[src/rtl/hub75_fb_loader_pkg.sv]
// Shared definitions for the HUB75 frame-buffer loader: FSM encoding and line helpers.
package hub75_fb_loader_pkg;

    typedef enum logic [2:0] {
        StFill,
        StRowWait,
        StCommit,
        StFlush,
        StSwap,
        StFwait
    } loader_state_e;

    function automatic logic is_last_line(input int unsigned line, input int unsigned n_lines);
        return line == n_lines - 1;
    endfunction

endpackage

[src/rtl/hub75_fb_loader.sv]
// Raster pixel stream to HUB75 frame-buffer writer: fills the line buffer, commits each
// line to its bank/row, then requests a frame swap once the whole frame is stored.
module hub75_fb_loader
    import hub75_fb_loader_pkg::*;
#(
    parameter int unsigned N_BANKS     = 2,
    parameter int unsigned N_ROWS      = 32,
    parameter int unsigned N_COLS      = 64,
    parameter int unsigned BITDEPTH    = 24,
    parameter int unsigned LOG_N_BANKS = (N_BANKS > 1) ? $clog2(N_BANKS) : 1,
    parameter int unsigned LOG_N_ROWS  = $clog2(N_ROWS),
    parameter int unsigned LOG_N_COLS  = $clog2(N_COLS)
) (
    input  logic                   clk,
    input  logic                   rst,
    input  logic [BITDEPTH-1:0]    in_data,
    input  logic                   in_sof,
    input  logic                   in_valid,
    output logic                   in_ready,
    output logic [LOG_N_BANKS-1:0] fbw_bank_addr,
    output logic [LOG_N_ROWS-1:0]  fbw_row_addr,
    output logic                   fbw_row_store,
    input  logic                   fbw_row_rdy,
    output logic                   fbw_row_swap,
    output logic [BITDEPTH-1:0]    fbw_data,
    output logic [LOG_N_COLS-1:0]  fbw_col_addr,
    output logic                   fbw_wren,
    output logic                   frame_swap,
    input  logic                   frame_rdy,
    output logic                   stat_resync
);

    localparam int unsigned LOG_N_LINES = LOG_N_BANKS + LOG_N_ROWS;
    localparam int unsigned N_LINES     = N_BANKS * N_ROWS;
    localparam logic [LOG_N_COLS-1:0] COL_LAST = LOG_N_COLS'(N_COLS - 1);

    loader_state_e            state_q, state_d;
    logic [LOG_N_COLS-1:0]    col_q, col_d;
    logic [LOG_N_LINES-1:0]   line_q, line_d;
    // High in the first cycle of every state; gates the wait states' exit conditions.
    logic                     first_q;

    logic accept;
    logic resync;

    assign in_ready = (state_q == StFill) & ~rst;
    assign accept   = in_valid & in_ready;
    assign resync   = accept & in_sof & ((col_q != '0) | (line_q != '0));

    always_comb begin
        state_d = state_q;
        col_d   = col_q;
        line_d  = line_q;
        unique case (state_q)
            StFill: begin
                if (accept) begin
                    if (resync) begin
                        // Restart the frame: this pixel becomes col 0 of line 0.
                        col_d  = LOG_N_COLS'(1);
                        line_d = '0;
                    end else begin
                        col_d = col_q + 1'b1;
                        if (col_q == COL_LAST) begin
                            state_d = StRowWait;
                        end
                    end
                end
            end
            StRowWait: begin
                // The last column write is on the bus during the first cycle.
                if (fbw_row_rdy && !first_q) begin
                    state_d = StCommit;
                end
            end
            StCommit: begin
                if (is_last_line(32'(line_q), N_LINES)) begin
                    line_d  = '0;
                    state_d = StFlush;
                end else begin
                    line_d  = line_q + 1'b1;
                    state_d = StFill;
                end
            end
            StFlush: begin
                if (fbw_row_rdy && !first_q) begin
                    state_d = StSwap;
                end
            end
            StSwap: begin
                state_d = StFwait;
            end
            StFwait: begin
                // The driver's pending flag is registered, so frame_rdy is stale for a cycle.
                if (frame_rdy && !first_q) begin
                    state_d = StFill;
                end
            end
            default: begin
                state_d = StFill;
            end
        endcase
    end

    always_ff @(posedge clk) begin
        if (rst) begin
            state_q       <= StFill;
            col_q         <= '0;
            line_q        <= '0;
            first_q       <= 1'b0;
            fbw_wren      <= 1'b0;
            fbw_col_addr  <= '0;
            fbw_data      <= '0;
            fbw_row_store <= 1'b0;
            fbw_row_swap  <= 1'b0;
            fbw_bank_addr <= '0;
            fbw_row_addr  <= '0;
            frame_swap    <= 1'b0;
            stat_resync   <= 1'b0;
        end else begin
            state_q       <= state_d;
            col_q         <= col_d;
            line_q        <= line_d;
            first_q       <= (state_d != state_q);
            fbw_wren      <= accept;
            if (accept) begin
                fbw_col_addr <= resync ? '0 : col_q;
                fbw_data     <= in_data;
            end
            stat_resync   <= resync;
            fbw_row_store <= (state_d == StCommit);
            fbw_row_swap  <= (state_d == StCommit);
            frame_swap    <= (state_d == StSwap);
            // Address is latched on entry to COMMIT and held until the next commit.
            if (state_d == StCommit) begin
                {fbw_bank_addr, fbw_row_addr} <= line_q;
            end
        end
    end

endmodule

[config.mk]
export PLATFORM = sky130hd
export DESIGN_NAME = hub75_fb_loader
export DESIGN_NICKNAME = d
export VERILOG_FILES = /design/src/rtl/hub75_fb_loader_pkg.sv /design/src/rtl/hub75_fb_loader.sv
export SDC_FILE = /design/constraint.sdc
export NUM_CORES = 1
export LEC_CHECK = 0
export ABC_AREA = 1
export CORE_MARGIN = 5
export CORE_UTILIZATION = 49
export CTS_CLUSTER_DIAMETER = 200
export DETAILED_ROUTE_END_ITERATION = 6
export PLACE_DENSITY = 0.84
export SYNTH_ARGS = -nofsm -noshare
export SYNTH_HDL_FRONTEND = slang
export SYNTH_SLANG_ARGS = --single-unit
[constraint.sdc]
create_clock -name clk -period 3.6 [get_ports clk]
set_input_delay 0.72 -clock clk [delete_from_list [all_inputs] [get_ports clk]]
set_output_delay 0.72 -clock clk [all_outputs]
set_load 0.05 [all_outputs]
==> impl_metrics.toml <==
[run_status]
status = "finished clean"

[layout]
final_design_area_no_fill_um2 = 3100
final_cell_mix = "nand2_1 (85), clkdlybuf4s50_1 (71), dfxtp_1 (56)"
final_cells = 418
final_common_cell = "nand2_1"
diodes = 0
post-route-util_pct = 70.3
drive_gt1_share_pct = 5.74
nNetsFinal = 400
synthToLayoutAreaGrowth_pct = 36.9

[sta]
min_period_ns = 2.89
hold_viol = 0
fin_crit_sh_pct = 80.2
setup_viol = 0
finClkSkew_ns = 0.0102
rsz0062_at_grt = "false"
worst_slew_pin_slew_ns = 0.772
max_slew_margin_pct = 48.4
worst_slack_ns = 0.712
maxSlewViolCount = 0
fin_tns_setup_ns = 0
max_freq_ghz = 0.346
fin_hold_ws_ns = 0.465

[place]
placed_area_um2 = 3010
place_inst = 411
hpwl_um = 3780
place_ws_ns = 0.740
port_buffers = 71
place.gp.congestion = 0.841

[synth]
yosys_warnings = 0
syn_area_per_cell_um2 = 7.61
ys_seq_area_share_pct = 49.4
yosys.cell_types.count = 28
ys_ff_latch = 56
netlist_instances = 298
syn_area_um2 = 2270
syn-num-nets = 332

[floorplanning]
die_y_um = 78.0
num_rows = 24
initial_core_util_pct = 51.4
die_area_um2 = 6090
core_um2 = 4410
io_pins = 72
die_x_um = 78.0

[grt]
grt_overflow = 0
grt_pass1_wl_um = 8770
busiest_layer = "met2"
grt_pass1_vias = 2004
use_met2_pct = 28.4
antenna_found_initial = 0
grt_util_met3_pct = 6.18
track_usage_pct = 17.1
grt_max_degree = 38
use_met1_pct = 20.7

[drt]
vias = 2102
viasPerCell = 5.03
wl_per_cell_um = 12.4
ant_nets = 0
firstDrtPassIters = 4
drt_wl_total_um = 5170
drt_iter0_markers = 101
drcViolationCount = 0

[cts]
cts.sinks = 56
cts_setup_buffers = 0
clk_pin_slew_ns = 0.09
htree_levels = 2
numCtsBuffers = 5
cts_root_buf = "clkbuf_8"
cts_resized = 0
ctsHoldBuffers = 0
clk_path_buf_depth = 2
clk_latency_ns = 0.30
cts_tree = "built"

[critical_path]
crit_fanout = 2
required_ns = 2.88
start_kind = "input port"
critPathKind = "in -> out"
cpPeakStageDelay_ns = 0.83
r2r_slack_ns = 1.75
crit_arrival_ns = 2.17
crit_path_top_delay_cell = "clkdlybuf4s50_1"
path_buf_inv = 2
crit_path_frequent_cell = "clkdlybuf4s50_1"
end_kind = "output port"
crit_chain = "clkdlybuf4s50_1, nor2_1, clkdlybuf4s50_1"
critPathTopFamily = "buffers and inverters"

[pwr]
p_leak_nw = 1.31
power_mw = 1.23
power_density_nw_per_um2 = 398
peakVddDrop_v = 0.000280

[hold_path]
hp-class = "reg -> reg"

[job]
drv_cap = 0
-- cell type report --
type	count	area (um^2)
Timing Repair Buffer	75	741
Sequential cell	56	1120
Fill cell	372	1310
Inverter	26	97.6
Clock buffer	7	96.3
Tap cell	52	65.1
Multi-Input combinational cell	202	983
-- power by group --
part / internal, mW / leakage [nW] / switching (mW)
registers: 0.644 / 0.457 / 0.0123
logic: 0.0845 / 0.804 / 0.138
clock network: 0.172 / 0.0503 / 0.184
total: 0.900 / 1.31 / 0.334
-- path summary, 6_finish.rpt --
kind                                                 from                        end  cells past startpoint
worst max-delay path                                  rst                   in_ready                      3
worst min-delay path            fbw_data[19]$_SDFFE_PP0N_  fbw_data[19]$_SDFFE_PP0N_                      2
worst max register to register      state_q[1]$_SDFF_PP0_         first_q$_SDFF_PP0_                      8
worst min register to register  fbw_data[19]$_SDFFE_PP0N_  fbw_data[19]$_SDFFE_PP0N_                      2
-- registers in the layout, indices dropped and copies added, names as in the netlist, 3 cells and up --
name,cells
col_q,6
fbw_col_addr,6
fbw_data,24
fbw_row_addr,5
line_q,6
state_q,3
-- metal layers --
| layer | part of all wire (%) | wire length [um] |
|---|---|---|
| met5 | 0 | 0 |
| met4 | 0.99 | 51 |
| met3 | 10 | 531 |
| met2 | 46 | 2360 |
| met1 | 43 | 2230 |
-- Yosys cell counts --
master    instances  area (um^2)
o21a_1            1         7.51
ha_1              4         50.1
or2_2             1         6.26
o21bai_2          1         11.3
nor3_4            1         16.3
inv_1            25         93.8
o211ai_1          1         7.51
nor3_1            3         15.0
nor3b_2           1         12.5
a21oi_1          19         95.1
buf_4             1         7.51
nand4_1           3         18.8
nor2_2            2         12.5
xnor2_1           1         8.76
inv_2             1         3.75
nor3_2            1         10.0
xor2_1            1         8.76
clkbuf_2          1         5.00
o31ai_1           1         7.51
buf_2             6         30.0
nand4_4           1         21.3
dfxtp_1          56         1120
o21ai_0          12         60.1
nor2_4            1         11.3
nand3_1          41          205
nand2_1          85          319
clkbuf_1          6         22.5
nor2_1           21         78.8
-- worst min-delay path, cell delays in order (launching register included) --
cell and delay [ns]:
dfxtp_1 0.32, nand3_1 0.07, nand2_1 0.04
-- logic make-up (layout without fill, tap and decap cells) --
group                    after synthesis  after routing  share of synthesized area (%)
adder cells (fa/ha/maj)                4              4                           2.21
AO/OA/AOI/OAI                         35             35                           8.33
flip-flops                            56             56                           49.4
buffers and inverters                 40            108                           7.17
AND/OR/NAND/NOR                      161            161                           32.1
XOR/XNOR                               2              2                          0.773
Power figures use the tool's default switching activity.
